==> src/rtl/lcd_byte_sched.sv <==
// Two-requester byte scheduler for a 4-bit LCD bus: arbitrates A/B round-robin and
// splits each granted byte into high/low nibble transfers with the matching post-delay.
module lcd_byte_sched #(
   parameter int FREQ = 50000000
) (
   input  logic        CLK,
   input  logic        RESET,
   input  logic        init_done,
   input  logic        a_valid,
   input  logic [7:0]  a_data,
   input  logic        a_rs,
   output logic        a_ready,
   input  logic        b_valid,
   input  logic [7:0]  b_data,
   input  logic        b_rs,
   output logic        b_ready,
   output logic        xfer_start,
   output logic [3:0]  xfer_nibble,
   output logic [20:0] xfer_delay,
   output logic        xfer_read_busy,
   input  logic        xfer_done,
   output logic        LCD_RS,
   output logic        busy,
   output logic        grant_b
);

   localparam int          T1US  = FREQ / 1000000;
   localparam logic [20:0] T10US = 21'(10 * T1US);
   localparam logic [20:0] T53US = 21'(53 * T1US);
   localparam logic [20:0] T3MS  = 21'(3000 * T1US);

   typedef enum logic [2:0] {IDLE, SEND_HI, WAIT_HI, SEND_LO, WAIT_LO} state_t;

   state_t      state_q, state_d;
   logic [7:0]  data_q, data_d;
   logic        rs_q, rs_d;
   logic        grant_b_q, grant_b_d;
   logic        favour_b_q, favour_b_d;
   logic        start_q, start_d;
   logic [3:0]  nibble_q, nibble_d;
   logic [20:0] delay_q, delay_d;
   logic        rb_q, rb_d;
   logic        lcd_rs_q, lcd_rs_d;
   logic        busy_q, busy_d;
   logic        pick_a, pick_b, grant_ok, long_cmd;

   // B wins a tie only when the pointer favours it; a lone requester always wins.
   assign pick_a   = a_valid & (~b_valid | ~favour_b_q);
   assign pick_b   = b_valid & ~pick_a;
   assign grant_ok = (state_q == IDLE) & init_done & ~RESET;
   assign a_ready  = grant_ok & pick_a;
   assign b_ready  = grant_ok & pick_b;

   assign xfer_start     = start_q;
   assign xfer_nibble    = nibble_q;
   assign xfer_delay     = delay_q;
   assign xfer_read_busy = rb_q;
   assign LCD_RS         = lcd_rs_q;
   assign busy           = busy_q;
   assign grant_b        = grant_b_q;

   always_ff @(posedge CLK or posedge RESET) begin
      if (RESET) begin
         state_q    <= IDLE;
         favour_b_q <= 1'b0;
         grant_b_q  <= 1'b0;
         start_q    <= 1'b0;
         nibble_q   <= 4'h0;
         delay_q    <= 21'd0;
         rb_q       <= 1'b0;
         lcd_rs_q   <= 1'b0;
         busy_q     <= 1'b0;
      end else begin
         state_q    <= state_d;
         favour_b_q <= favour_b_d;
         grant_b_q  <= grant_b_d;
         start_q    <= start_d;
         nibble_q   <= nibble_d;
         delay_q    <= delay_d;
         rb_q       <= rb_d;
         lcd_rs_q   <= lcd_rs_d;
         busy_q     <= busy_d;
      end
   end

   always_ff @(posedge CLK) begin
      data_q <= data_d;
      rs_q   <= rs_d;
   end

   always_comb begin
      state_d = state_q;
      case (state_q)
         IDLE:    if (a_ready | b_ready) state_d = SEND_HI;
         SEND_HI: state_d = WAIT_HI;
         WAIT_HI: if (xfer_done) state_d = SEND_LO;
         SEND_LO: state_d = WAIT_LO;
         WAIT_LO: if (xfer_done) state_d = IDLE;
         default: state_d = IDLE;
      endcase
   end

   // Outputs are computed for the state being entered so they appear registered.
   always_comb begin
      data_d     = data_q;
      rs_d       = rs_q;
      grant_b_d  = grant_b_q;
      favour_b_d = favour_b_q;
      if (a_ready) begin
         data_d     = a_data;
         rs_d       = a_rs;
         grant_b_d  = 1'b0;
         favour_b_d = 1'b1;
      end else if (b_ready) begin
         data_d     = b_data;
         rs_d       = b_rs;
         grant_b_d  = 1'b1;
         favour_b_d = 1'b0;
      end
      long_cmd = ~rs_d & ((data_d == 8'h01) | (data_d == 8'h02) | (data_d == 8'h03));
      start_d  = 1'b0;
      nibble_d = nibble_q;
      delay_d  = delay_q;
      rb_d     = rb_q;
      lcd_rs_d = lcd_rs_q;
      busy_d   = (state_d != IDLE);
      case (state_d)
         SEND_HI: begin
            start_d  = 1'b1;
            nibble_d = data_d[7:4];
            delay_d  = T10US;
            rb_d     = 1'b0;
            lcd_rs_d = rs_d;
         end
         SEND_LO: begin
            start_d  = 1'b1;
            nibble_d = data_d[3:0];
            delay_d  = long_cmd ? T3MS : T53US;
            rb_d     = 1'b1;
            lcd_rs_d = rs_d;
         end
         default: ;
      endcase
   end

endmodule

==> config.mk <==
export PLATFORM = sky130hd
export DESIGN_NAME = lcd_byte_sched
export DESIGN_NICKNAME = d
export VERILOG_FILES = /design/src/rtl/lcd_byte_sched.sv
export SDC_FILE = /design/constraint.sdc
export NUM_CORES = 1
export LEC_CHECK = 0
export ABC_CLOCK_PERIOD_IN_PS = 3750
export CORE_ASPECT_RATIO = 0.9
export CORE_MARGIN = 5
export CORE_UTILIZATION = 40
export CTS_CLUSTER_DIAMETER = 60
export DETAILED_ROUTE_END_ITERATION = 7
export HOLD_SLACK_MARGIN = 0.02
export PLACE_DENSITY = 0.75
export SYNTH_ARGS = -nofsm -noshare
export SYNTH_HDL_FRONTEND = slang
export SYNTH_SLANG_ARGS = --single-unit
==> constraint.sdc <==
create_clock -name CLK -period 3.75 [get_ports CLK]
set_input_delay 0.75 -clock CLK [delete_from_list [all_inputs] [get_ports CLK]]
set_output_delay 0.75 -clock CLK [all_outputs]
set_load 0.02 [all_outputs]
==> flow_metrics.env <==
export IMPL_dp_hpwl_um=2630
export IMPL_clock_fmax_mhz=297
export IMPL_final_nets=201
export IMPL_ys_ff_latch=27
export IMPL_cp_data_required_time_ns=3.00
export IMPL_numCtsBuffers=3
export IMPL_maxSlewViolCount=0
export IMPL_cp_startpoint="a_valid"
export IMPL_slew_headroom_pct=52.7
export IMPL_drt_antenna_violating_nets=0
export IMPL_mostFrequentLayoutCells="46 x clkdlybuf4s50_1, 18 x dfrtp_1, 15 x nand2_1, 13 x nor2_1"
export IMPL_die_height_um=65.3
export IMPL_p_per_area_nw_per_um2=761
export IMPL_synth_edf_count=0
export IMPL_yosysUniqueCellTypes=38
export IMPL_grt_pass1_vias=1052
export IMPL_ir_worst_vdd_mv=0.287
export IMPL_cts_setup_buffers=0
export IMPL_r2r_end="xfer_nibble[2]"
export IMPL_combPwrFrac_pct=50.2
export IMPL_routedWlPerCell_um=14.6
export IMPL_seq_area_frac_synth_pct=46.4
export IMPL_maxCapViolCount=0
export IMPL_clock_skew_ns=0.00822
export IMPL_cts_path_max_buffers=2
export IMPL_coreArea_sq_um=3330
export IMPL_p_clk_share_pct=12.1
export IMPL_seq_power_share_pct=37.7
export IMPL_htree_levels=1
export IMPL_vias_per_cell=5.10
export IMPL_clock_sinks=27
export IMPL_fillers=320
export IMPL_crit_end="b_ready"
export IMPL_hold_viol=0
export IMPL_rsz0062_at_grt="no"
export IMPL_final_period_utilization_pct=89.8
export IMPL_holdBufCountCts=0
export IMPL_dr_pass1_iters=4
export IMPL_yosys_warnings=0
export IMPL_finalSetupTns_ns=0
export IMPL_switching_power_uw=546
export IMPL_clkTransAtPathRegs_ns=0.10
export IMPL_routabilityCongestion=0.871
export IMPL_final_layout_size_suffix_gt1_share_pct=6.82
export IMPL_min_path_type="register to register"
export IMPL_setup_violations=0
export IMPL_whs_ns=0.475
export IMPL_cts_resized_gates=0
export IMPL_start_kind="primary input"
export IMPL_antenna_cells=0
export IMPL_grt_use_total_pct=14.0
export IMPL_tightest_slew_ns=0.709
export IMPL_num_vias=1123
export IMPL_netlist_area_sq_um=1360
export IMPL_clk_latency_ns=0.28
export IMPL_area_delta_synth_final_pct=33.3
export IMPL_die_x_um=71.5
export IMPL_rr_startpoint="state_q[1]"
export IMPL_grt_overflow=0
export IMPL_final_common_cell="clkdlybuf4s50_1"
export IMPL_avgSynthCellArea_sq_um=9.78
export IMPL_cts_tree="built"
export IMPL_cp_max_fo=8
export IMPL_status="finished clean"
export IMPL_die_area_sq_um=4670
export IMPL_dp_slack_ns=0.415
export IMPL_antenna_found_initial=0
export IMPL_power_switching_share_pct=39.6
export IMPL_intPower_uw=833
export IMPL_fp_row_count=20
export IMPL_worstSetupPathType="primary input to primary output"
export IMPL_drtIter0Drc=51
export IMPL_synthArstFlopShare_pct=66.7
export IMPL_synth_cells=139
export IMPL_cp_arrival_ns=2.62
export IMPL_r2r_cells=6
export IMPL_crit_path_end_kind="primary output"
export IMPL_period_minus_slack_ns=3.37
export IMPL_p_leak_uw=0.000732
export IMPL_io_pins=56
export IMPL_reg2reg_slack_ns=1.71
export IMPL_drc=0
export IMPL_cts_root_buf="clkbuf_8"
export IMPL_wl_um=3220
export IMPL_port_buffers=46
export IMPL_grt_max_degree=19
export IMPL_grt_first_pass_wirelength_um=5120
export IMPL_ys_flop_type="dfrtp_1"
export IMPL_start_util_pct=40.9
export IMPL_timing_final_ws_setup_ns=0.383
how the worst min path moves through the flow:
stage          startpoint        end  slack (ns)  depth (start not counted)
3_5_place_dp       LCD_RS     LCD_RS        0.46                          2
5_1_grt         data_q[5]  data_q[5]        0.50                          1
4_1_cts            LCD_RS     LCD_RS        0.48                          2
6_report           LCD_RS     LCD_RS        0.48                          2
2_1_floorplan   data_q[4]  data_q[4]        0.44                          1
3_3_place_gp       LCD_RS     LCD_RS        0.45                          2
synthesized netlist by cell type (2+ instances only):
library cell	count	area, sq um
a211oi_1	3	22.5
a21oi_1	4	20.0
a22oi_1	2	15.0
a31oi_1	2	12.5
buf_2	5	25.0
buf_4	16	120
dfrtp_1	18	450
dfxtp_1	9	180
inv_1	6	22.5
nand2_1	15	56.3
nand3b_1	2	15.0
nor2_1	13	48.8
nor2b_1	2	12.5
o211ai_1	3	22.5
o21a_1	8	60.1
o21ai_0	2	10.0
o22ai_1	2	12.5
o31a_1	2	17.5
o32ai_1	6	52.6
registers in the layout, indices dropped and copies added (netlist names):
register,cells
data_q,8
xfer_delay,6
xfer_nibble,4
state_q,3
LCD_RS,1
busy,1
favour_b_q,1
grant_b,1
rs_q,1
xfer_start,1
worst max-delay path, cell delays in order:
cell,delay [ns]
clkdlybuf4s50_1,0.49
nor2b_1,0.50
nand2b_1,0.28
nor2_1,0.06
clkdlybuf4s50_1,0.53
metal layers:
layer	wire (um)	track usage, %	vias up
met5	0	0	-
met4	17	2.11	0
met3	246	4.28	5
met2	1560	23.7	42
met1	1390	17.9	530
li1	-	-	546
metrics by stage:
stage	instances	total power, uW	utilization (%)	cell area, sq um
after global placement	216	1210	53.0	1760
final	220	1380	54.5	1810
after CTS	220	1390	54.5	1810
after detailed placement	216	1230	53.0	1760
after global routing	220	1470	54.5	1810
after floorplan	147	980	-	1390
logic make-up (layout without fill, tap and decap cells):
kind of cell    after synthesis  in the layout  share of synthesized area (%)
other cells                   1              9                          0.276
flops                        27             27                           46.4
simple gates                 40             40                           14.8
buf+inv                      28             57                           12.6
xor+xnor                      1              1                          0.644
compound gates               42             42                           25.3
final cells by class:
cell class	instances	area [sq um]	area share (%)
clock buffer	3	41.3	2.28
clock inverter	1	7.51	0.414
inverter	6	22.5	1.24
multi-input combinational	92	588	32.4
sequential	27	631	34.8
tap	44	55.1	3.04
timing repair buffer	47	468	25.8
power groups by stage:
stage	combinational [uW]	clock, uW	sequential (uW)
after floorplan	392	0	588
after global placement	687	0	520
final	692	167	519
after global routing	745	185	537
after CTS	700	173	522
after detailed placement	700	0	528
No activity file was read; power rests on OpenSTA's default activity.
